**config.mk**
```make
export PLATFORM = sky130hd
export DESIGN_NAME = vga_video_driver
export DESIGN_NICKNAME = d
export VERILOG_FILES = /design/src/rtl/vga_timing_pkg.sv /design/src/rtl/clk_divider.sv /design/src/rtl/vga_video_driver.sv
export SDC_FILE = /design/constraint.sdc
export NUM_CORES = 1
export LEC_CHECK = 0
export ABC_CLOCK_PERIOD_IN_PS = 7370
export CAP_MARGIN = 15
export CORE_MARGIN = 8
export CORE_UTILIZATION = 55
export CTS_CLUSTER_SIZE = 16
export DETAILED_ROUTE_END_ITERATION = 10
export GPL_ROUTABILITY_DRIVEN = 1
export PLACE_DENSITY = 0.82
export SLEW_MARGIN = 10
export SYNTH_ARGS = -nofsm -noshare
export SYNTH_HDL_FRONTEND = slang
export SYNTH_SLANG_ARGS = --single-unit
```
**constraint.sdc**
```tcl
create_clock -name clk -period 7.37 [get_ports clk]
set_input_delay 1.1055 -clock clk [delete_from_list [all_inputs] [get_ports clk]]
set_output_delay 1.1055 -clock clk [all_outputs]
set_load 0.03 [all_outputs]
```
**src/rtl/vga_timing_pkg.sv**
```systemverilog
// Shared timing defaults and pixel helpers for the 640x480@60 VGA driver.
// Optional build macro: TEST_PATTERN_EN (colour-bar generator in place of the
// caller's RGB). It is consumed by vga_video_driver.sv.
package vga_timing_pkg;

    // Horizontal timing, in pixel clocks.
    localparam int H_VISIBLE = 640;
    localparam int H_FRONT   = 16;
    localparam int H_SYNC    = 96;
    localparam int H_BACK    = 48;

    // Vertical timing, in lines.
    localparam int V_VISIBLE = 480;
    localparam int V_FRONT   = 10;
    localparam int V_SYNC    = 2;
    localparam int V_BACK    = 33;

    // Width of the slow-tick divisor and its counter.
    localparam int DIV_W = 26;

    // Each line/frame starts with sync, then back porch, visible, front porch.
    localparam int H_TOTAL     = H_SYNC + H_BACK + H_VISIBLE + H_FRONT;
    localparam int V_TOTAL     = V_SYNC + V_BACK + V_VISIBLE + V_FRONT;
    localparam int H_ACT_START = H_SYNC + H_BACK;
    localparam int V_ACT_START = V_SYNC + V_BACK;

    // One pixel worth of colour.
    typedef struct packed {
        logic [7:0] r;
        logic [7:0] g;
        logic [7:0] b;
    } rgb_t;

    // Colour of test bar k: each index bit drives one channel fully on or off.
    function automatic rgb_t bar_color(input logic [2:0] k);
        rgb_t c;
        c.r = {8{k[2]}};
        c.g = {8{k[1]}};
        c.b = {8{k[0]}};
        return c;
    endfunction

endpackage

```
**src/rtl/clk_divider.sv**
```systemverilog
// Runtime-programmable slow clock: new_clk toggles every div clk cycles, so
// its period is 2*div cycles. div of 0 or 1 toggles on every clk.
module clk_divider #(
    parameter int DIV_W = vga_timing_pkg::DIV_W
) (
    input  logic             clk,
    input  logic             reset,
    input  logic [DIV_W-1:0] div,
    output logic             new_clk
);

    logic [DIV_W-1:0] cnt;
    logic [DIV_W-1:0] limit;

    // Terminal count; div==0 is clamped so it behaves like div==1 instead of
    // wrapping to an all-ones limit.
    // NOTE: every always_comb output gets its value on every path, so no latch is inferred.
    always_comb begin
        limit = '0;
        if (div != '0) begin
            limit = div - 1'b1;
        end
    end

    // Count up to the limit, then restart and flip the output. The >= test
    // lets a divisor lowered mid-count take effect on the very next cycle.
    // NOTE: state updates use non-blocking assignments so all flops sample together.
    always_ff @(posedge clk or posedge reset) begin
        if (reset) begin
            cnt     <= '0;
            new_clk <= 1'b0;
        end else if (cnt >= limit) begin
            cnt     <= '0;
            new_clk <= ~new_clk;
        end else begin
            cnt <= cnt + 1'b1;
        end
    end

endmodule

```
**src/rtl/vga_video_driver.sv**
```systemverilog
// VGA timing generator and DAC output stage plus the game-rate clock divider.
// The pixel clock is clk/2; position counters and the registered outputs all
// advance on the clk edge where VGA_CLK rises.
// Build option: define TEST_PATTERN_EN to replace red/green/blue with eight
// vertical colour bars; timing is unchanged.
module vga_video_driver #(
    parameter int H_VISIBLE = vga_timing_pkg::H_VISIBLE,
    parameter int H_FRONT   = vga_timing_pkg::H_FRONT,
    parameter int H_SYNC    = vga_timing_pkg::H_SYNC,
    parameter int H_BACK    = vga_timing_pkg::H_BACK,
    parameter int V_VISIBLE = vga_timing_pkg::V_VISIBLE,
    parameter int V_FRONT   = vga_timing_pkg::V_FRONT,
    parameter int V_SYNC    = vga_timing_pkg::V_SYNC,
    parameter int V_BACK    = vga_timing_pkg::V_BACK,
    parameter int DIV_W     = vga_timing_pkg::DIV_W
) (
    input  logic             clk,
    input  logic             reset,
    input  logic [DIV_W-1:0] div,
    input  logic [7:0]       red,
    input  logic [7:0]       green,
    input  logic [7:0]       blue,
    output logic             new_clk,
    output logic             VGA_CLK,
    output logic [7:0]       VGA_R,
    output logic [7:0]       VGA_G,
    output logic [7:0]       VGA_B,
    output logic             VGA_SYNC_N,
    output logic             VGA_BLANK_N,
    output logic             VGA_HS,
    output logic             VGA_VS
);

    import vga_timing_pkg::rgb_t;
    import vga_timing_pkg::bar_color;

    // Geometry derived from the per-instance timing.
    localparam int H_LEN = H_SYNC + H_BACK + H_VISIBLE + H_FRONT;
    localparam int V_LEN = V_SYNC + V_BACK + V_VISIBLE + V_FRONT;
    localparam int HW    = $clog2(H_LEN);
    localparam int VW    = $clog2(V_LEN);
    localparam int BAR_W = H_VISIBLE / 8;

    localparam logic [HW-1:0] H_LAST      = HW'(H_LEN - 1);
    localparam logic [HW-1:0] H_SYNC_END  = HW'(H_SYNC);
    localparam logic [HW-1:0] H_VIS_FIRST = HW'(H_SYNC + H_BACK);
    localparam logic [HW-1:0] H_VIS_LAST  = HW'(H_SYNC + H_BACK + H_VISIBLE - 1);

    localparam logic [VW-1:0] V_LAST      = VW'(V_LEN - 1);
    localparam logic [VW-1:0] V_SYNC_END  = VW'(V_SYNC);
    localparam logic [VW-1:0] V_VIS_FIRST = VW'(V_SYNC + V_BACK);
    localparam logic [VW-1:0] V_VIS_LAST  = VW'(V_SYNC + V_BACK + V_VISIBLE - 1);

    logic [HW-1:0] h_count;
    logic [HW-1:0] h_next;
    logic [VW-1:0] v_count;
    logic [VW-1:0] v_next;
    logic          pix_en;
    logic          h_sync_n;
    logic          v_sync_n;
    logic          visible;
    rgb_t          pix_rgb;

    // Composite sync is not used by the DAC.
    assign VGA_SYNC_N = 1'b0;

    // One-cycle strobe in the clk cycle that ends with a VGA_CLK rising edge.
    assign pix_en = ~VGA_CLK;

    // Game-rate clock.
    clk_divider #(
        .DIV_W (DIV_W)
    ) u_clk_divider (
        .clk     (clk),
        .reset   (reset),
        .div     (div),
        .new_clk (new_clk)
    );

    // Pixel clock: clk divided by two, low out of reset.
    always_ff @(posedge clk or posedge reset) begin
        if (reset) begin
            VGA_CLK <= 1'b0;
        end else begin
            VGA_CLK <= ~VGA_CLK;
        end
    end

    // Position the counters move to on the next pixel strobe.
    always_comb begin
        h_next = h_count + 1'b1;
        v_next = v_count;
        if (h_count == H_LAST) begin
            h_next = '0;
            if (v_count == V_LAST) begin
                v_next = '0;
            end else begin
                v_next = v_count + 1'b1;
            end
        end
    end

    // Region decode of the next position, so outputs line up with counters.
    always_comb begin
        h_sync_n = (h_next >= H_SYNC_END);
        v_sync_n = (v_next >= V_SYNC_END);
        visible  = (h_next >= H_VIS_FIRST) && (h_next <= H_VIS_LAST) &&
                   (v_next >= V_VIS_FIRST) && (v_next <= V_VIS_LAST);
    end

`ifdef TEST_PATTERN_EN
    logic [HW-1:0] h_offset;
    logic [2:0]    bar;
    logic          unused_rgb;

    // The caller's colour is not displayed in this build.
    assign unused_rgb = ^{red, green, blue};

    // Colour bar under the next pixel; garbage outside the visible window is
    // masked by the output stage.
    always_comb begin
        h_offset = h_next - H_VIS_FIRST;
        bar      = 3'(32'(h_offset) / BAR_W);
        pix_rgb  = bar_color(bar);
    end
`else
    // Pass the render logic's colour straight through.
    always_comb begin
        pix_rgb = '{r: red, g: green, b: blue};
    end
`endif

    // Counters and DAC-facing registers, all stepped by the pixel strobe.
    always_ff @(posedge clk or posedge reset) begin
        if (reset) begin
            h_count     <= '0;
            v_count     <= '0;
            VGA_HS      <= 1'b0;
            VGA_VS      <= 1'b0;
            VGA_BLANK_N <= 1'b0;
            VGA_R       <= '0;
            VGA_G       <= '0;
            VGA_B       <= '0;
        end else if (pix_en) begin
            h_count     <= h_next;
            v_count     <= v_next;
            VGA_HS      <= h_sync_n;
            VGA_VS      <= v_sync_n;
            VGA_BLANK_N <= visible;
            VGA_R       <= visible ? pix_rgb.r : 8'h00;
            VGA_G       <= visible ? pix_rgb.g : 8'h00;
            VGA_B       <= visible ? pix_rgb.b : 8'h00;
        end
    end

endmodule

```
# ---- Word level (Yosys, flattened, before mapping)
# Cells that the tools add are included.
dict set report word_totals {
  ff_bits 75
  input_bits 52
  out_inout_bits 30
  wordCells 38
}
dict set report op_classes {
  addsub 4
  n_lt_le_gt_ge 7
  n_eq_ne 2
  n_mux 8
  n_bitwise 2
  n_reduce_logical 4
}
# operator n
set ops {}
lappend ops {{$mux 26} 2}
lappend ops {{$mux 10} 3}
lappend ops {{$add 26x1->26 const B} 1}
lappend ops {{$ge 26x26->1} 1}
lappend ops {{$reduce_bool 26->1} 1}
lappend ops {{$sub 26x1->26 const B} 1}
lappend ops {{$mux 8} 3}
lappend ops {{$add 10x1->10 const B} 2}
lappend ops {{$eq 10x10->1 const B} 2}
lappend ops {{$le 10x10->1 const B} 2}
lappend ops {{$ge 10x2->1 const B} 1}
lappend ops {{$ge 10x6->1 const B} 1}
lappend ops {{$ge 10x7->1 const B} 1}
lappend ops {{$ge 10x8->1 const B} 1}
lappend ops {{$logic_and 1x1->1} 3}
lappend ops {{$not 1->1} 2}

# ---- Depth between registers and ports, before layout
# Gate-level depths: netlist of run 1.
dict set report logic_depth {
  ltp_word 7
  ltp_mapped 22
}

# ---- Cells and area by module
# A second synthesis of run 1 with hierarchy kept.
dict set report unflattened {
  cells_unflattened 538
  area_unflattened_um2 4938.5
}
# mod n_inst cells_per_inst area_each_um2 seq_area_each_um2
set modules_own_cells {}
lappend modules_own_cells {vga_video_driver 1 249 2528.7 1201.2}
lappend modules_own_cells {clk_divider 1 289 2409.8 675.6}

# ---- Worst setup path after synthesis of run 1
# No wires, ideal clock.
dict set report synth_timing {
  kind {input -> register}
  startpoint {in div[3]}
  endpoint {reg u_clk_divider.cnt[10]}
  setup_ps 72
  arrival_ps 5320
  path_slack_ps 1978
  path_stages 20
  cell_sequence {nor4_2 > nand2_1 > or4_4 > nor4_4 > nand3b_1 > or4_4 > or3_1 > buf_2 > nand2b_1 > ha_1 > nor2b_1 > o21ai_0 > nand2b_1 > a2111oi_0 > o21ai_0 > a221o_1 > a41o_1 > clkbuf_1 > buf_1 > nor2_1}
}
dict set report synth_between {
  elab_chain_len 4
  elab_cells_between_ends 5
}
# element line
set synth_rtl {}
lappend synth_rtl {{start, declared} vga_video_driver.sv:19} ;# input logic [DIV_W-1:0] div,
lappend synth_rtl {{$sub 26x1->26 / $reduce_bool 26->1 (equally long branches)} {clk_divider.sv:21, clk_divider.sv:20}}
lappend synth_rtl {{$mux 26 *} clk_divider.sv:20} ;# if (div != '0) begin
lappend synth_rtl {{$ge 26x26->1 *} clk_divider.sv:32} ;# end else if (cnt >= limit) begin
lappend synth_rtl {{$mux 26 *} clk_divider.sv:32}
lappend synth_rtl {{end signal, assigned} clk_divider.sv:36} ;# cnt <= cnt + 1'b1;
lappend synth_rtl {{end, declared} clk_divider.sv:12} ;# logic [DIV_W-1:0] cnt;
# Mark *: on every way between the ends. The rest lies on a longest branch, timed or not.
# A chain may end at the register's enable or synchronous reset.

# ---- Final worst setup path of run 1
dict set report layout_timing {
  startpoint {in div[3]}
  endpoint {reg u_clk_divider.new_clk}
}
dict set report layout_between {
  elab_chain_len 3
  elab_cells_between_ends 4
}
# element line
set layout_rtl {}
lappend layout_rtl {{$sub 26x1->26 / $reduce_bool 26->1 (equally long branches)} {clk_divider.sv:21, clk_divider.sv:20}}
lappend layout_rtl {{$mux 26 *} clk_divider.sv:20}
lappend layout_rtl {{$ge 26x26->1 *} clk_divider.sv:32}
lappend layout_rtl {{end signal, assigned} clk_divider.sv:34} ;# new_clk <= ~new_clk;
lappend layout_rtl {{end, declared} clk_divider.sv:9} ;# output logic new_clk
# Marked as above.

==> qor.txt, run 1 <==
clock latency on the worst-skew pair: 0.35 ns
diode count: 0
crit share post-route: 88.6%
Detailed Place HPWL: 7.70 mm
Worst Setup Path Type: input pin to register
synth top area cells: dfrtp_1, ha_1, xor2_1
GPL Wtd Cong: 0.881
clk sinks: 75
CP endpoint kind: register
unrepaired setup endpoints after global routing: no
sequential element share of the synthesized area: 39.6%
max-slew violation count: 0
Die Width: 109 um
maxcap violations: 0
Avg WL per Cell: 15.0 um
port buffer count: 80
CTS tree: built
Worst setup SP type: input pin
Area Growth Syn to Fin: 21.9%
TritonCTS buffer count: 9
DRC viols: 0
minimum clock period: 6.53 ns
endpoints failing setup: 0
Avg Inst Size Synth: 9.21 um2
CTS Root Cell: clkbuf_8
syn nets: 599
clk_skew: 0.0132 ns
Reg power frac: 52.2%
row count: 34
first-pass GRT wire length: 18.4 mm
number of DRC markers in iteration 0: 122
Leak: 2.69 nW
Post-synth top flop: dfrtp_1
number of enable flip-flop cells after synthesis: 0
flop2flop setup slack: 4.01 ns
grt ovf: 0
asr flop ratio synth: 100%
Post-DRT Antenna Nets: 0
DR vias/cell: 5.70
Total GRT Usage: 18.6%
Fin Setup TNS: 0 ns
critical path data required time: 7.56 ns
Synth top area share: 39.6%
status: finished, final reports clean
layout cells sized above 1: 4.39%
vias in the first global route: 4058
H-tree depth: 3
final instance area: 5780 um2
synth warn: 0
final non-filler cell total: 700
final hold vios: 0
I/O pin count: 82
#FFs+latches synth: 75
initial antenna violation count: 0
P_int: 0.608 mW
Crit Path Max Fanout: 27
Max Clk Rate: 153 MHz
Pre-Repair DR Iteration Count: 4
Fillers: 673
setup bufs post-CTS: 0
Cell Pwr Density: 137 nW/um2
Fin Hold WS: 0.473 ns
Max-slew headroom: 39.2%
nets: 671
post-cts sizing count: 0
cell taking the most area after synthesis: dfrtp_1
peak supply drop: 0.123 mV
Logic pwr share: 9.0%
Starting Density: 55.5%
Synth Instances: 515
Hold/Removal Path Class: register to register
total wire length: 10.5 mm
Cell Area, Synth: 4740 um2
area post-placement: 5590 um2
Hold Buf Count CTS: 0
CTS clk-pin slew, worst paths: 0.07 ns
Sw Ratio: 23.3%
net switching power figure: 0.185 mW
area of the core: 8550 um2
placed cell count: 684
Clock power frac: 38.8%
Netlist cell types: 59
chip height: 109 um
DIE AREA: 11800 um2
via count: 3989
Least-Margin Pin Slew: 0.912 ns
CP arrival: 6.72 ns
clk buf depth: 2
largest net degree at the start of global routing: 76
[layout make-up]
class	count	area (um2)	share of cell area (%)
Multi-Input combinational cell	405	2710	46.8
Sequential cell	75	1880	32.5
Timing Repair Buffer	82	816	14.1
Tap cell	108	135	2.34
Clock buffer	10	128	2.21
Clock inverter	6	65.1	1.13
Inverter	14	52.6	0.909
[worst max-delay path, cell delays in order]
cell and delay [ns]:
clkdlybuf4s50_1 0.48, nor4_2 0.33, nand2_1 0.14, or4_4 0.47, nor4_4 0.31, nand3b_1 0.14
or4_4 0.45, or3_1 0.61, nand2b_1 0.19, ha_1 0.25, nor2b_1 0.13, o21ai_0 0.14
nand2b_1 0.08, a2111oi_0 0.49, o21ai_0 0.24, a221o_1 0.34, a41o_1 0.55, xor2_1 0.26
[final timing paths]
path                                             from                    end  cells past startpoint
worst min-delay path            u_clk_divider.new_clk  u_clk_divider.new_clk                      1
worst min register to register  u_clk_divider.new_clk  u_clk_divider.new_clk                      1
min in group asynchronous                       reset               VGA_B[4]                      3
worst max-delay path                           div[3]  u_clk_divider.new_clk                     18
worst max register to register             h_count[1]               VGA_G[1]                      9
max in group asynchronous                       reset               VGA_G[4]                      3
[metal layers]
| metal | part of all wire, % | track usage (%) | vias to the layer above |
|---|---|---|---|
| met5 | 0 | 0 | - |
| met4 | 1.2 | 6.16 | 0 |
| met3 | 8.1 | 5.97 | 13 |
| met2 | 47 | 30.1 | 108 |
| met1 | 44 | 23.1 | 1884 |
| li1 | - | - | 1984 |
[sequential cells by signal (all words and copies together) (netlist names)]
| register | count |
|---|---|
| VGA_B | 8 |
| VGA_HS | 1 |
| VGA_R | 8 |
| VGA_BLANK_N | 1 |
| v_count | 10 |
| u_clk_divider.cnt | 26 |
| u_clk_divider.new_clk | 1 |
| VGA_VS | 1 |
| h_count | 10 |
| VGA_G | 8 |
| VGA_CLK | 1 |
[placed cells by master, fill, tap and decap left out, types with 16 or more instances in the layout]
master	count
a22o_1	25
and3_1	16
clkdlybuf4s50_1	80
dfrtp_1	75
ha_1	32
nand2_1	65
nand3_1	21
nor2_1	50
nor3_1	17
o21ai_0	20
xnor2_1	20
xor2_1	36
[per-stage QoR]
stage	total power, mW	worst slack (ns)	util, %
6_report	0.793	0.839	67.6
5_1_grt	0.824	0.438	67.6
4_1_cts	0.801	0.871	67.6
3_5_place_dp	0.494	0.508	65.3
3_3_place_gp	0.491	0.747	65.3
2_1_floorplan	0.452	1.98	-
[power by group through the flow]
stage          registers [mW]  clock network [mW]  logic (mW)
2_1_floorplan           0.422                   0      0.0298
3_3_place_gp            0.422                   0      0.0691
3_5_place_dp            0.422                   0      0.0719
4_1_cts                 0.414               0.315      0.0725
5_1_grt                 0.414               0.330      0.0806
6_report                0.414               0.308      0.0717
[cell families after synthesis]
logic type	Yosys count	synth area share [%]
other	1	0.0791
muxes	4	0.871
and+or+nand+nor	223	23.7
adders and majority gates	32	8.44
AOI/OAI and AO/OA	89	13.7
buffers and inverters	35	3.32
xor gates and xnor gates	56	10.3
DFF	75	39.6
[cell usage after synthesis, types with 3 or more instances]
cell and n:
a2111oi_0 3, a21o_1 7, a21oi_1 7, a22o_1 25, and3_1 16, and4_1 4
buf_1 3, buf_2 6, clkbuf_1 9, dfrtp_1 75, ha_1 32, inv_1 14
mux2i_1 3, nand2_1 65, nand2b_1 6, nand3_1 21, nand3b_1 3, nand4_1 11
nor2_1 50, nor3_1 17, nor3b_1 3, nor4_1 5, o21ai_0 20, o31ai_1 7
or3_1 4, or4_1 5, xnor2_1 20, xor2_1 36
No activity file was read; power rests on OpenSTA's default activity.
==> inputs of run 2 (changes only) <==
--- a/config.mk
+++ b/config.mk
@@ -12,6 +12,7 @@
 export CTS_CLUSTER_SIZE = 16
 export DETAILED_ROUTE_END_ITERATION = 10
 export GPL_ROUTABILITY_DRIVEN = 1
+export HOLD_SLACK_MARGIN = 0.05
 export PLACE_DENSITY = 0.82
 export SLEW_MARGIN = 10
 export SYNTH_ARGS = -nofsm -noshare
==> results of run 2 <==
The final DEF is identical to that of run 1; final timing and power are the same.
